[config.mk]
export PLATFORM = sky130hd
export DESIGN_NAME = div_nat
export DESIGN_NICKNAME = d
export VERILOG_FILES = /design/src/rtl/div_nat.sv
export SDC_FILE = /design/constraint.sdc
export NUM_CORES = 1
export LEC_CHECK = 0
export ABC_AREA = 1
export CORE_MARGIN = 2
export CORE_UTILIZATION = 58
export CTS_BUF_LIST = sky130_fd_sc_hd__clkbuf_4 sky130_fd_sc_hd__clkbuf_8 sky130_fd_sc_hd__clkbuf_16
export DETAILED_ROUTE_END_ITERATION = 10
export GPL_ROUTABILITY_DRIVEN = 0
export GPL_TIMING_DRIVEN = 1
export PLACE_DENSITY = 0.95
export SLEW_MARGIN = 10
export SYNTH_ARGS = -nofsm -noshare
export SYNTH_HDL_FRONTEND = slang
export SYNTH_SLANG_ARGS = --single-unit
export TNS_END_PERCENT = 20
[constraint.sdc]
create_clock -name clock -period 4.32 [get_ports clock]
set_input_delay 0.864 -clock clock [delete_from_list [all_inputs] [get_ports clock]]
set_output_delay 0.864 -clock clock [all_outputs]
set_load 0.01 [all_outputs]
[src/rtl/div_nat.sv]
// ============================================================================
// div_nat -- restoring shift-subtract divider, 2N-bit / N-bit naturals
// Revision: 1.0
// ============================================================================
`default_nettype none

module div_nat #(
  parameter int N = 8
) (
  input  logic           clock,
  input  logic           reset_,
  input  logic           soc,
  input  logic [2*N-1:0] x,
  input  logic [N-1:0]   y,
  output logic           eoc,
  output logic [N-1:0]   q,
  output logic [N-1:0]   r,
  output logic           ovf
);

  localparam int CW = $clog2(N + 1);

  localparam logic [1:0] S_IDLE  = 2'd0;
  localparam logic [1:0] S_CHECK = 2'd1;
  localparam logic [1:0] S_STEP  = 2'd2;
  localparam logic [1:0] S_DONE  = 2'd3;

  logic [1:0]    r_state;
  logic [1:0]    w_next;
  logic [N-1:0]  r_rem;
  logic [N-1:0]  r_quo;
  logic [N-1:0]  r_div;
  logic [CW-1:0] r_cnt;
  logic          r_ovf_p;

  logic [N:0]    w_t;
  logic [N-1:0]  w_d;
  logic          w_borrow;
  logic          w_ge;

  // When no borrow occurs the true difference is below 2^N, so an N-bit
  // subtract gives the exact result and the borrow comes from the compare.
  assign w_t      = {r_rem, r_quo[N-1]};
  assign w_borrow = (w_t < {1'b0, r_div});
  assign w_d      = w_t[N-1:0] - r_div;
  assign w_ge     = (r_rem >= r_div);

  always_ff @(posedge clock or negedge reset_) begin
    if (!reset_) begin
      r_state <= S_IDLE;
    end else begin
      r_state <= w_next;
    end
  end

  always_comb begin
    w_next = r_state;
    case (r_state)
      S_IDLE:  if (soc) w_next = S_CHECK;
      S_CHECK: w_next = w_ge ? S_DONE : S_STEP;
      S_STEP:  if (r_cnt == CW'(1)) w_next = S_DONE;
      S_DONE:  if (!soc) w_next = S_IDLE;
      default: w_next = S_IDLE;
    endcase
  end

  always_comb begin
    eoc = (r_state == S_IDLE);
  end

  always_ff @(posedge clock or negedge reset_) begin
    if (!reset_) begin
      r_rem   <= '0;
      r_quo   <= '0;
      r_div   <= '0;
      r_cnt   <= '0;
      r_ovf_p <= 1'b0;
      q       <= '0;
      r       <= '0;
      ovf     <= 1'b0;
    end else begin
      case (r_state)
        S_IDLE: begin
          if (soc) begin
            r_rem <= x[2*N-1:N];
            r_quo <= x[N-1:0];
            r_div <= y;
            r_cnt <= CW'(N);
          end
        end
        S_CHECK: begin
          r_ovf_p <= w_ge;
        end
        S_STEP: begin
          r_rem <= w_borrow ? w_t[N-1:0] : w_d;
          r_quo <= {r_quo[N-2:0], ~w_borrow};
          r_cnt <= r_cnt - CW'(1);
        end
        S_DONE: begin
          // Results are published only once the consumer has released soc.
          if (!soc) begin
            q   <= r_ovf_p ? '0 : r_quo;
            r   <= r_ovf_p ? '0 : r_rem;
            ovf <= r_ovf_p;
          end
        end
        default: ;
      endcase
    end
  end

endmodule

`default_nettype wire

## Yosys cells after proc, flatten, opt, wreduce, memory -nomap -nowiden

Index checks and enable logic that the tools add are counted.

| word-level totals | value |
|---|---|
| flip-flop bits (word level) | 48 |
| word-level logic and storage cells | 42 |

| operators by class | value |
|---|---|
| $add $sub $neg | 2 |
| $lt $le $gt $ge | 2 |
| equal/unequal tests | 7 |
| mux-type cells | 14 |
| bitwise logic cells | 2 |
| reductions and logical operators | 6 |

Operators with widths:

| operator | count |
|---|---|
| 8-bit two-way mux | 5 |
| 8-bit case mux with 2 select lines | 2 |
| 9-bit by 8-bit less-than comparator with 1-bit output | 1 |
| 8-bit >= comparator | 1 |
| 2-bit case mux with 4 select lines | 1 |
| 4-bit case mux with 2 select lines | 1 |
| 8-bit subtractor | 1 |
| 2-bit two-way mux | 3 |
| 2-bit != test, second input constant | 3 |
| 2-bit AND reduction | 3 |
| 2-bit equality test, second input constant | 2 |
| 4-bit by 1-bit equality test with 1-bit output, second input constant | 1 |
| 4-bit two-way mux | 1 |
| 4-bit by 1-bit subtractor with 4-bit output, second input constant | 1 |
| 3-bit AND reduction | 1 |
| 2-bit by 1-bit equality test with 1-bit output, second input constant | 1 |
| 2-bit zero test | 1 |
| 1-bit NOT | 2 |
| 2-bit nonzero test | 1 |
| 1-bit two-way mux | 1 |

## Longest topological paths before layout

Gate-level depths: netlist of the first run.

| logic depth | value |
|---|---|
| depth after elaboration | 3 |
| gate-level depth with buffers | 13 |

## Least setup slack after synthesis of the first run

No wires, ideal clock.

| timing path | value |
|---|---|
| path kind | reg-to-reg |
| start point | register r_quo[7] |
| end point | register r_rem[4] |
| arrival | 1.582 ns |
| slack | 2.621 ns |
| stages on the path, launching flop included | 12 |
| buffers on the path | 0 |
| clock period less this slack | 1.699 ns |
| cells stage by stage | dfrtp_1 > inv_1 > ha_1 > inv_1 > fa_1 > nand3_1 > nand3_1 > xor2_1 > nand3_1 > nand2_1 > nor2_1 > nor2_1 |

| on the way | value |
|---|---|
| longest elaborated chain between the ends | 3 |

Ends and longest elaborated chain:

| what | line | text |
|---|---|---|
| from (decl) | 31 | `logic [N-1:0] r_quo;` |
| from (signal assigned) | 86 | `r_quo <= x[N-1:0];` |
| from (signal assigned) | 96 | `r_quo <= {r_quo[N-2:0], ~w_borrow};` |
| 8-bit subtractor or 9-bit by 8-bit less-than comparator with 1-bit output (tied branches) | 45, 44 |  |
| 8-bit two-way mux (*) | 95 | `r_rem <= w_borrow ? w_t[N-1:0] : w_d;` |
| 8-bit case mux with 2 select lines (*) | 82 | `case (r_state)` |
| to (signal assigned) | 85 | `r_rem <= x[2*N-1:N];` |
| to (signal assigned) | 95 |  |
| to (decl) | 30 | `logic [N-1:0] r_rem;` |

Every way passes the cells marked *; elsewhere a longest branch is shown, timed or not.
A chain may end at the register's enable or synchronous reset.

## Worst setup path in the final report of the first run

| timing path | value |
|---|---|
| start point | register r_state[1] |
| end point | output eoc |

| on the way | value |
|---|---|
| longest elaborated chain between the ends | 1 |

Ends and longest elaborated chain:

| what | line | text |
|---|---|---|
| from (decl) | 28 | `logic [1:0] r_state;` |
| from (signal assigned) | 52 | `r_state <= w_next;` |
| 2-bit zero test | 68 | `eoc = (r_state == S_IDLE);` |
| to (decl) | 15 | `output logic eoc,` |

Every way passes these cells.

==> flow_summary.json, run 1 <==
{
  "nets": 452,
  "arrival_ns": 1.74,
  "cts.repair.resized": 0,
  "worst_ep_required_time_ns": 3.46,
  "path_max_fanout": 4,
  "drive_gt1_share_pct": 6.948,
  "hold_viol": 0,
  "synth_top_area_share_pct": 41.65,
  "crit_cells": 3,
  "synth_nets": 410,
  "period_needed_ns": 2.599,
  "cts-root-buf": "clkbuf_8",
  "dr.first_iter.drc_count": 219,
  "synthDistinctLibCells": 31,
  "drc": 0,
  "skew_ns": 0.004180,
  "clkPwrFrac_pct": 11.9,
  "synth_top_area_cell": "dfrtp_1",
  "postCtsHoldBufs": 0,
  "max_freq_ghz": 0.3847,
  "combPwrFrac_pct": 60.4,
  "rsz0062_at_grt": "false",
  "final_cell_area_sq_mm": 0.003471,
  "end_kind": "output port",
  "internal_power_mw": 1.528,
  "p_sw_mw": 1.396,
  "setup_violations": 0,
  "hp-class": "register to register",
  "yosysWarningCount": 0,
  "finalSetupTns_ns": 0,
  "synth-seq-cells": 48,
  "reg2reg_depth": 10,
  "powerDensity_mw_per_mm2": 842.6,
  "power_leakage_nw": 1.700,
  "timing.final.crit_share_pct": 60.17,
  "slowest_delay_ns": 0.58,
  "crit_type": "register to output port",
  "htreeDepth": 2,
  "ys_seq_area_share_pct": 41.65,
  "avgSynthCellArea_sq_um": 8.011,
  "io_buffers": 44,
  "r2r_setup_slack_ns": 1.89,
  "whs_path_depth": 2,
  "peakVddDrop_mv": 0.5636,
  "path_cells": "inv_1 > ha_1 > clkdlybuf4s50_1",
  "die_y_um": 74.52,
  "seq_power_share_pct": 27.8,
  "chipWidth_um": 74.52,
  "drt_pre_antenna_iters": 4,
  "max_slew_margin_pct": 29.61,
  "synth_edf_count": 0,
  "synth_cells": 360,
  "vias": 2549,
  "grt_overflow": 0,
  "wl_per_cell_um": 13.92,
  "clkTransAtPathRegs_ns": 0.10,
  "rows": 25,
  "switching_share_pct": 47.74,
  "crit_family": "buffers and inverters",
  "ant_nets": 0,
  "diodes": 0,
  "status": "finished, final reports clean",
  "startpoint_type": "register",
  "grt_max_degree": 49,
  "placed_area_sq_mm": 0.003356,
  "initial_core_util_pct": 60.66,
  "clockBufferDepth": 2,
  "grt_usage_pct": 26.14,
  "crit_buf_inv": 2,
  "grt_pass1_vias": 2419,
  "crit_path_top_delay_cell": "clkdlybuf4s50_1",
  "worst_pin_slew_ns": 1.056,
  "dieArea_sq_mm": 0.005552,
  "worst_hold_slack_ns": 0.4932,
  "ys_async_sr_fraction_pct": 100.0,
  "grt_pass1_wl_mm": 10.92,
  "synth_area_sq_mm": 0.002884,
  "cts_tree": "built",
  "wirelength_mm": 6.543,
  "post_cts_buffers": 0,
  "synth_commonest_cells": "nand2_1 (89), inv_1 (55), dfrtp_1 (48)",
  "antenna_found_initial": 0,
  "coreArea_sq_mm": 0.004755,
  "cap_violations": 0,
  "clk_latency_ns": 0.32,
  "yosysMostFrequentCell": "nand2_1",
  "ios": 45,
  "drv_slew": 0,
  "numCtsBuffers": 5,
  "clock_sinks": 48,
  "ys_top_cells_by_area": "dfrtp_1 (42%), nand2_1 (12%), ha_1 (9.5%)",
  "dpl.hpwl_mm": 4.780,
  "ys.flop_type": "dfrtp_1",
  "vias_per_cell": 5.423,
  "syn_to_final_growth_pct": 20.35
}
-- logic make-up after synthesis --
family / synth area share [%]
fa+ha+maj: 10.24
buf+inv: 9.458
simple gates: 24.73
flops: 41.65
compound gates: 13.02
xor+xnor: 0.9112
-- final cells by class --
class	instances	area [sq um]
Fill cell	356	1284
Clock inverter	3	46.29
Sequential cell	48	1201
Multi-Input combinational cell	244	1410
Tap cell	67	83.83
Timing Repair Buffer	45	442.9
Clock buffer	5	68.82
Inverter	58	217.7
-- power by group through the flow --
| stage | clock [mW] | sequential (mW) | combinational, mW |
|---|---|---|---|
| 2_1_floorplan | 0 | 0.813 | 1.26 |
| 3_3_place_gp | 0 | 0.807 | 1.64 |
| 3_5_place_dp | 0 | 0.817 | 1.73 |
| 4_1_cts | 0.345 | 0.810 | 1.76 |
| 5_1_grt | 0.365 | 0.836 | 2.01 |
| 6_report | 0.347 | 0.812 | 1.77 |
-- worst paths after layout --
kind,start,end
min in group asynchronous,reset_,r_div[6]
max in group asynchronous,reset_,r_cnt[0]
min reg2reg,r[6],r[6]
min,r[6],r[6]
max reg2reg,r_state[0],r_rem[0]
max,r_state[1],eoc
-- metrics by stage --
| stage | worst slack (ns) | total power [mW] | util (%) | std cells |
|---|---|---|---|---|
| after global routing | 1.646 | 3.210 | 73.00 | 470 |
| after global placement | 1.891 | 2.448 | 70.58 | 462 |
| after floorplan | 2.621 | 2.073 | - | 360 |
| after CTS | 1.735 | 2.910 | 73.00 | 470 |
| final | 1.721 | 2.925 | 73.00 | 470 |
| after detailed placement | 1.822 | 2.551 | 70.58 | 462 |
-- layer usage --
| layer | wire, um | vias to the layer above | GRT usage, % |
|---|---|---|---|
| met5 | 0 | - | 0 |
| met4 | 195 | 0 | 11.90 |
| met3 | 388 | 21 | 6.369 |
| met2 | 3203 | 89 | 42.67 |
| met1 | 2755 | 1196 | 32.90 |
| li1 | - | 1243 | - |
-- worst min-delay path, stage by stage (launching register included) --
cell and delay, ns:
dfrtp_1 0.36, nand2_1 0.05, o21ai_0 0.06
-- registers in the layout (all words and copies together), names as in the netlist --
name and count:
q 8, r 8, r_div 8, r_quo 8, r_rem 8, r_cnt 4
r_state 2, ovf 1, r_ovf_p 1
-- placed cells by master (no fill, tap or decap), types with 2 or more instances in the layout --
| master | n |
|---|---|
| dfrtp_1 | 48 |
| o21ai_0 | 35 |
| inv_1 | 55 |
| nand2_2 | 4 |
| nand3_4 | 2 |
| clkdlybuf4s50_1 | 43 |
| nand3_1 | 19 |
| clkbuf_8 | 5 |
| ha_1 | 22 |
| nand4_1 | 9 |
| xor2_1 | 3 |
| nand2_1 | 89 |
| nand3b_1 | 2 |
| nand3_2 | 2 |
| inv_2 | 3 |
| a21oi_1 | 17 |
| nor2_2 | 2 |
| o211ai_1 | 7 |
| nor2_1 | 20 |
Note: power is estimated with default switching activity, not from simulation.
==> run 2, diff against run 1 <==
CORE_UTILIZATION = 54   (was 58)
PLACE_DENSITY = 0.91   (was 0.95)
clock period = 2.65 ns   (was 4.32 ns; I/O delays follow)
==> run 2 against run 1 <==
Against the previous run:
- cell area is 0.18% lower
- die area grew 7.0%
- sequential power is 63% higher
- hold slack lost 0.33 ns
- critical path type unchanged
- largest power group unchanged
- highest routed layer unchanged
==> flow_summary.json, run 2 (synthesis gave the netlist of run 1 again) <==
{
  "hold_viol": 0,
  "clock_sinks": 48,
  "coreArea_sq_mm": 0.005140,
  "skew_ns": 0.007330,
  "numCtsBuffers": 5,
  "final_common_cell": "nand2_1",
  "setup_ws_ns": 0.4398,
  "dieArea_sq_mm": 0.005941,
  "drt_pre_antenna_iters": 4,
  "crit_family": "buffers and inverters",
  "powerDensity_mw_per_mm2": 1348,
  "clockBufferDepth": 2,
  "dr.first_iter.drc_count": 215,
  "clkTransAtPathRegs_ns": 0.10,
  "post_cts_buffers": 0,
  "vias": 2593,
  "status": "finished, final reports clean",
  "final_cell_count_no_fill": 474,
  "rows": 26,
  "die_y_um": 77.08,
  "cts-root-buf": "clkbuf_8",
  "r2r_setup_slack_ns": 0.59,
  "peakVddDrop_mv": 0.8307,
  "place_ws_ns": 0.4328,
  "timing.final.crit_share_pct": 83.40,
  "max_freq_ghz": 0.4524,
  "drive_gt1_share_pct": 7.178,
  "slowest_delay_ns": 0.57,
  "max_slew_margin_pct": 66.77,
  "grt_usage_pct": 24.09,
  "diodes": 0,
  "hp-class": "primary input to async pin",
  "cts_tree": "built",
  "dpl.hpwl_mm": 5.082,
  "crit_type": "register to output port",
  "rsz0062_at_grt": "false",
  "path_cells": "inv_1 > ha_1 > clkdlybuf4s50_1",
  "postCtsHoldBufs": 0,
  "crit_path_top_delay_cell": "clkdlybuf4s50_1",
  "wl_per_cell_um": 14.08,
  "grt_overflow": 0,
  "reg2reg_depth": 9,
  "io_buffers": 44,
  "cap_violations": 0,
  "drc": 0,
  "crit_buf_inv": 2,
  "grt_pass1_wl_mm": 11.42,
  "initial_core_util_pct": 56.11,
  "worst_ep_required_time_ns": 2.12,
  "ios": 45,
  "chipWidth_um": 77.08,
  "arrival_ns": 1.68,
  "dp_cells": 466,
  "setup_violations": 0,
  "wirelength_mm": 6.675,
  "final_util_pct": 67.41,
  "path_max_fanout": 5,
  "syn_to_final_growth_pct": 20.13,
  "finalSetupTns_ns": 0,
  "clk_latency_ns": 0.31,
  "antenna_found_initial": 0,
  "end_kind": "output port",
  "ant_nets": 0,
  "grt_pass1_vias": 2557,
  "cts.repair.resized": 0,
  "drv_slew": 0,
  "vias_per_cell": 5.470,
  "worst_hold_slack_ns": 0.1638,
  "crit_cells": 3,
  "power_leakage_nw": 1.693,
  "nets": 453,
  "htreeDepth": 2,
  "period_needed_ns": 2.210,
  "final_cell_mix": "nand2_1 (89), inv_1 (55), dfrtp_1 (48)",
  "grt_max_degree": 33,
  "startpoint_type": "register",
  "worst_pin_slew_ns": 0.4965
}
[run 2: changes by cell type in the layout (fill, tap and decap cells not counted), sizes merged]
cell / previous run / this run
clkbuf: 5 / 6
inv: 59 / 58
clkinvlp: 1 / 2
buf: 2 / 3
bufinv: 1 / 0
[run 2: per-layer routing]
| layer | global-route usage (%) | routed length, um | vias to the layer above |
|---|---|---|---|
| met5 | 0 | 0 | - |
| met3 | 4.941 | 457 | 23 |
| met4 | 12.14 | 262 | 0 |
| li1 | - | - | 1245 |
| met2 | 39.65 | 3221 | 88 |
| met1 | 30.10 | 2733 | 1237 |
[run 2: worst reg2reg max path, delay by kind of cell, from the launching register on]
kind	cells	cell delay [ns]
compound gates	2	0.63
buf+inv	3	0.47
flops	1	0.43
simple gates	3	0.25
fa+ha+maj	1	0.18
[run 2: metrics by stage]
| stage | total power [mW] | cell area [sq um] |
|---|---|---|
| floorplan | 3.379 | 2884 |
| global placement | 4.011 | 3367 |
| detailed placement | 4.170 | 3367 |
| CTS | 4.662 | 3465 |
| global route | 5.127 | 3465 |
| finish | 4.669 | 3465 |
[run 2: power by group]
part | switching, mW | internal [mW]
sequential | 0.236 | 1.09
combinational | 1.74 | 1.12
clock | 0.274 | 0.212
[run 2: area by class of cell]
class | instances | area, sq um
inverter | 58 | 217.7
tap | 70 | 87.58
clock buffer | 6 | 82.58
timing repair buffer | 46 | 450.4
fill | 425 | 1675
clock inverter | 2 | 15.01
sequential | 48 | 1201
multi-input combinational | 244 | 1410
[run 2: path summary, 6_finish.rpt]
check | startpoint | end
hold / removal | reset_ | r_rem[3]
max in group asynchronous | reset_ | r_cnt[0]
setup reg to reg | r_state[0] | r_rem[4]
min in group clock | r[7] | r[7]
hold reg to reg | r[7] | r[7]
setup / recovery | r_state[0] | eoc
==> run 3, diff against run 2 <==
CORE_UTILIZATION = 49   (was 54)
PLACE_DENSITY = 0.88   (was 0.91)
clock period = 1.9 ns   (was 2.65 ns; I/O delays follow)
==> run 3 against run 2 <==
Against the previous run:
- global-route usage decreased by 1.0 points
- sequential power increased by 39%
- cell area increased by 5.6%
- critical path depth increased by 8
- utilization decreased by 2.1 points
- flip-flop and latch count unchanged
- first-iteration DRC count increased by 11%
- routed wire length increased by 5.9%
- non-clock buffer count increased by 15
- register-to-register slack got worse by 0.51 ns
- cell count increased by 3.6%
- total power increased by 52%
- critical endpoint is now r_rem[4]
==> flow_summary.json, run 3 (synthesis gave the netlist of run 1 again) <==
{
  "status": "finished, final reports clean",
  "worst_pin_slew_ns": 0.4144,
  "cts-root-buf": "clkbuf_8",
  "dr.first_iter.drc_count": 239,
  "min-delay-start": "q[3]",
  "max_slew_margin_pct": 72.37,
  "diodes": 0,
  "nets": 468,
  "placed_area_sq_mm": 0.003437,
  "skew_ns": 0.009131,
  "syn_to_final_growth_pct": 26.90,
  "grt_usage_pct": 23.07,
  "die_y_um": 80.72,
  "ant_nets": 0,
  "powerDensity_mw_per_mm2": 1944,
  "combPwrFrac_pct": 63.1,
  "initial_core_util_pct": 51.43,
  "hold_viol": 0,
  "cts_tree": "built",
  "final_cell_mix": "nand2_1 (88), inv_1 (50), dfrtp_1 (48)",
  "reg2reg_depth": 11,
  "whs_path_depth": 2,
  "clk_latency_ns": 0.32,
  "r2r-start": "r_quo[7]",
  "coreArea_sq_mm": 0.005608,
  "m1WireLength_mm": 2.926,
  "seq_power_share_pct": 25.9,
  "end_kind": "register",
  "startpoint_type": "register",
  "rows": 27,
  "clkTransAtPathRegs_ns": 0.10,
  "dieArea_sq_mm": 0.006516,
  "drive_gt1_share_pct": 13.37,
  "dpl.hpwl_mm": 5.147,
  "setup_violations": 0,
  "ios": 45,
  "power_leakage_nw": 1.777,
  "drt_pre_antenna_iters": 5,
  "rr_endpoint": "r_rem[4]",
  "drc": 0,
  "numCtsBuffers": 5,
  "grt_overflow": 0,
  "internal_power_mw": 3.771,
  "cap_violations": 0,
  "drv_slew": 0,
  "finalSetupTns_ns": 0,
  "hp-class": "register to register",
  "wl_per_cell_um": 14.40,
  "crit_type": "register to register",
  "peakVddDrop_mv": 1.105,
  "clockBufferDepth": 2,
  "worst_hold_slack_ns": 0.4891,
  "hold-path-endpoint": "q[3]",
  "final_cell_area_sq_mm": 0.003660,
  "clock_sinks": 48,
  "max_freq_ghz": 0.5491,
  "dr_wl_met3_um": 484,
  "wirelength_mm": 7.068,
  "vias_per_cell": 5.424,
  "arrival_ns": 2.08,
  "vias": 2663,
  "grt_pass1_wl_mm": 11.57,
  "grt_pass1_vias": 2559,
  "path_max_fanout": 3,
  "worst_ep_required_time_ns": 2.16,
  "period_needed_ns": 1.821,
  "antenna_found_initial": 0,
  "r2r_setup_slack_ns": 0.08,
  "chipWidth_um": 80.72,
  "wl_met2_mm": 3.462,
  "p_sw_mw": 3.343,
  "timing.final.crit_share_pct": 95.84,
  "final_common_cell": "nand2_1",
  "highest_layer": "met4",
  "io_buffers": 44,
  "clkPwrFrac_pct": 11.0,
  "htreeDepth": 2,
  "switching_share_pct": 46.99,
  "final_util_pct": 65.26,
  "grt_max_degree": 33
}
-- run 3: layout make-up --
cell class                 instances  area [sq um]
clock buffer                       5         68.82
clock inverter                     3         47.55
fill                             495          1948
inverter                          58         217.7
multi-input combinational        244          1470
sequential                        48          1201
tap                               72         90.09
timing repair buffer              61         564.3
-- run 3: critical path: stages, from the launching register on --
cell,delay [ns]
dfrtp_1,0.41
inv_2,0.07
ha_2,0.17
inv_2,0.05
fa_2,0.39
nand3_1,0.10
nand3_1,0.09
xor2_1,0.21
nand3_1,0.09
nand2_1,0.07
nor2_1,0.04
nor2_1,0.07
-- run 3: stage by stage --
step	cells	worst slack (ns)	power, mW
after floorplan	360	0.2011	4.712
after detailed placement	477	0.04921	5.950
after CTS	487	0.02509	6.808
final	491	0.07900	7.114
after global placement	477	0.1103	5.733
after global routing	491	-0.03034	7.724
-- run 3: power by group through the flow --
stage / Sequential [mW] / Clock (mW) / Combinational, mW
after floorplan: 1.85 / 0 / 2.86
after global placement: 1.81 / 0 / 3.92
after detailed placement: 1.84 / 0 / 4.11
after CTS: 1.82 / 0.784 / 4.21
after global routing: 1.89 / 0.825 / 5.01
final: 1.84 / 0.784 / 4.49
-- run 3: how the worst max path moves through the flow --
stage,from,endpoint,depth (start not counted),slack [ns]
after global placement,r_quo[7],r_rem[4],11,0.11
after CTS,r_quo[7],r_rem[4],11,0.03
final,r_quo[7],r_rem[4],11,0.08
after floorplan,r_quo[7],r_rem[4],11,0.20
after global routing,r_quo[7],r_rem[4],11,-0.03
after detailed placement,r_quo[7],r_rem[4],11,0.05
-- run 3: repair_timing --
action,in CTS,in global routing
hold endpoints to repair,17,0
pin swaps,0,5
hold buffers,1,0
buffers inserted,1,4
gates resized for setup,4,12
gates cloned,0,0
setup endpoints to repair,1,8
-- run 3: metal layers --
layer	GRT usage [%]	vias to the layer above
met3	3.933	22
met4	9.661	0
met2	39.50	122
met5	0	-
li1	-	1283
met1	28.81	1236
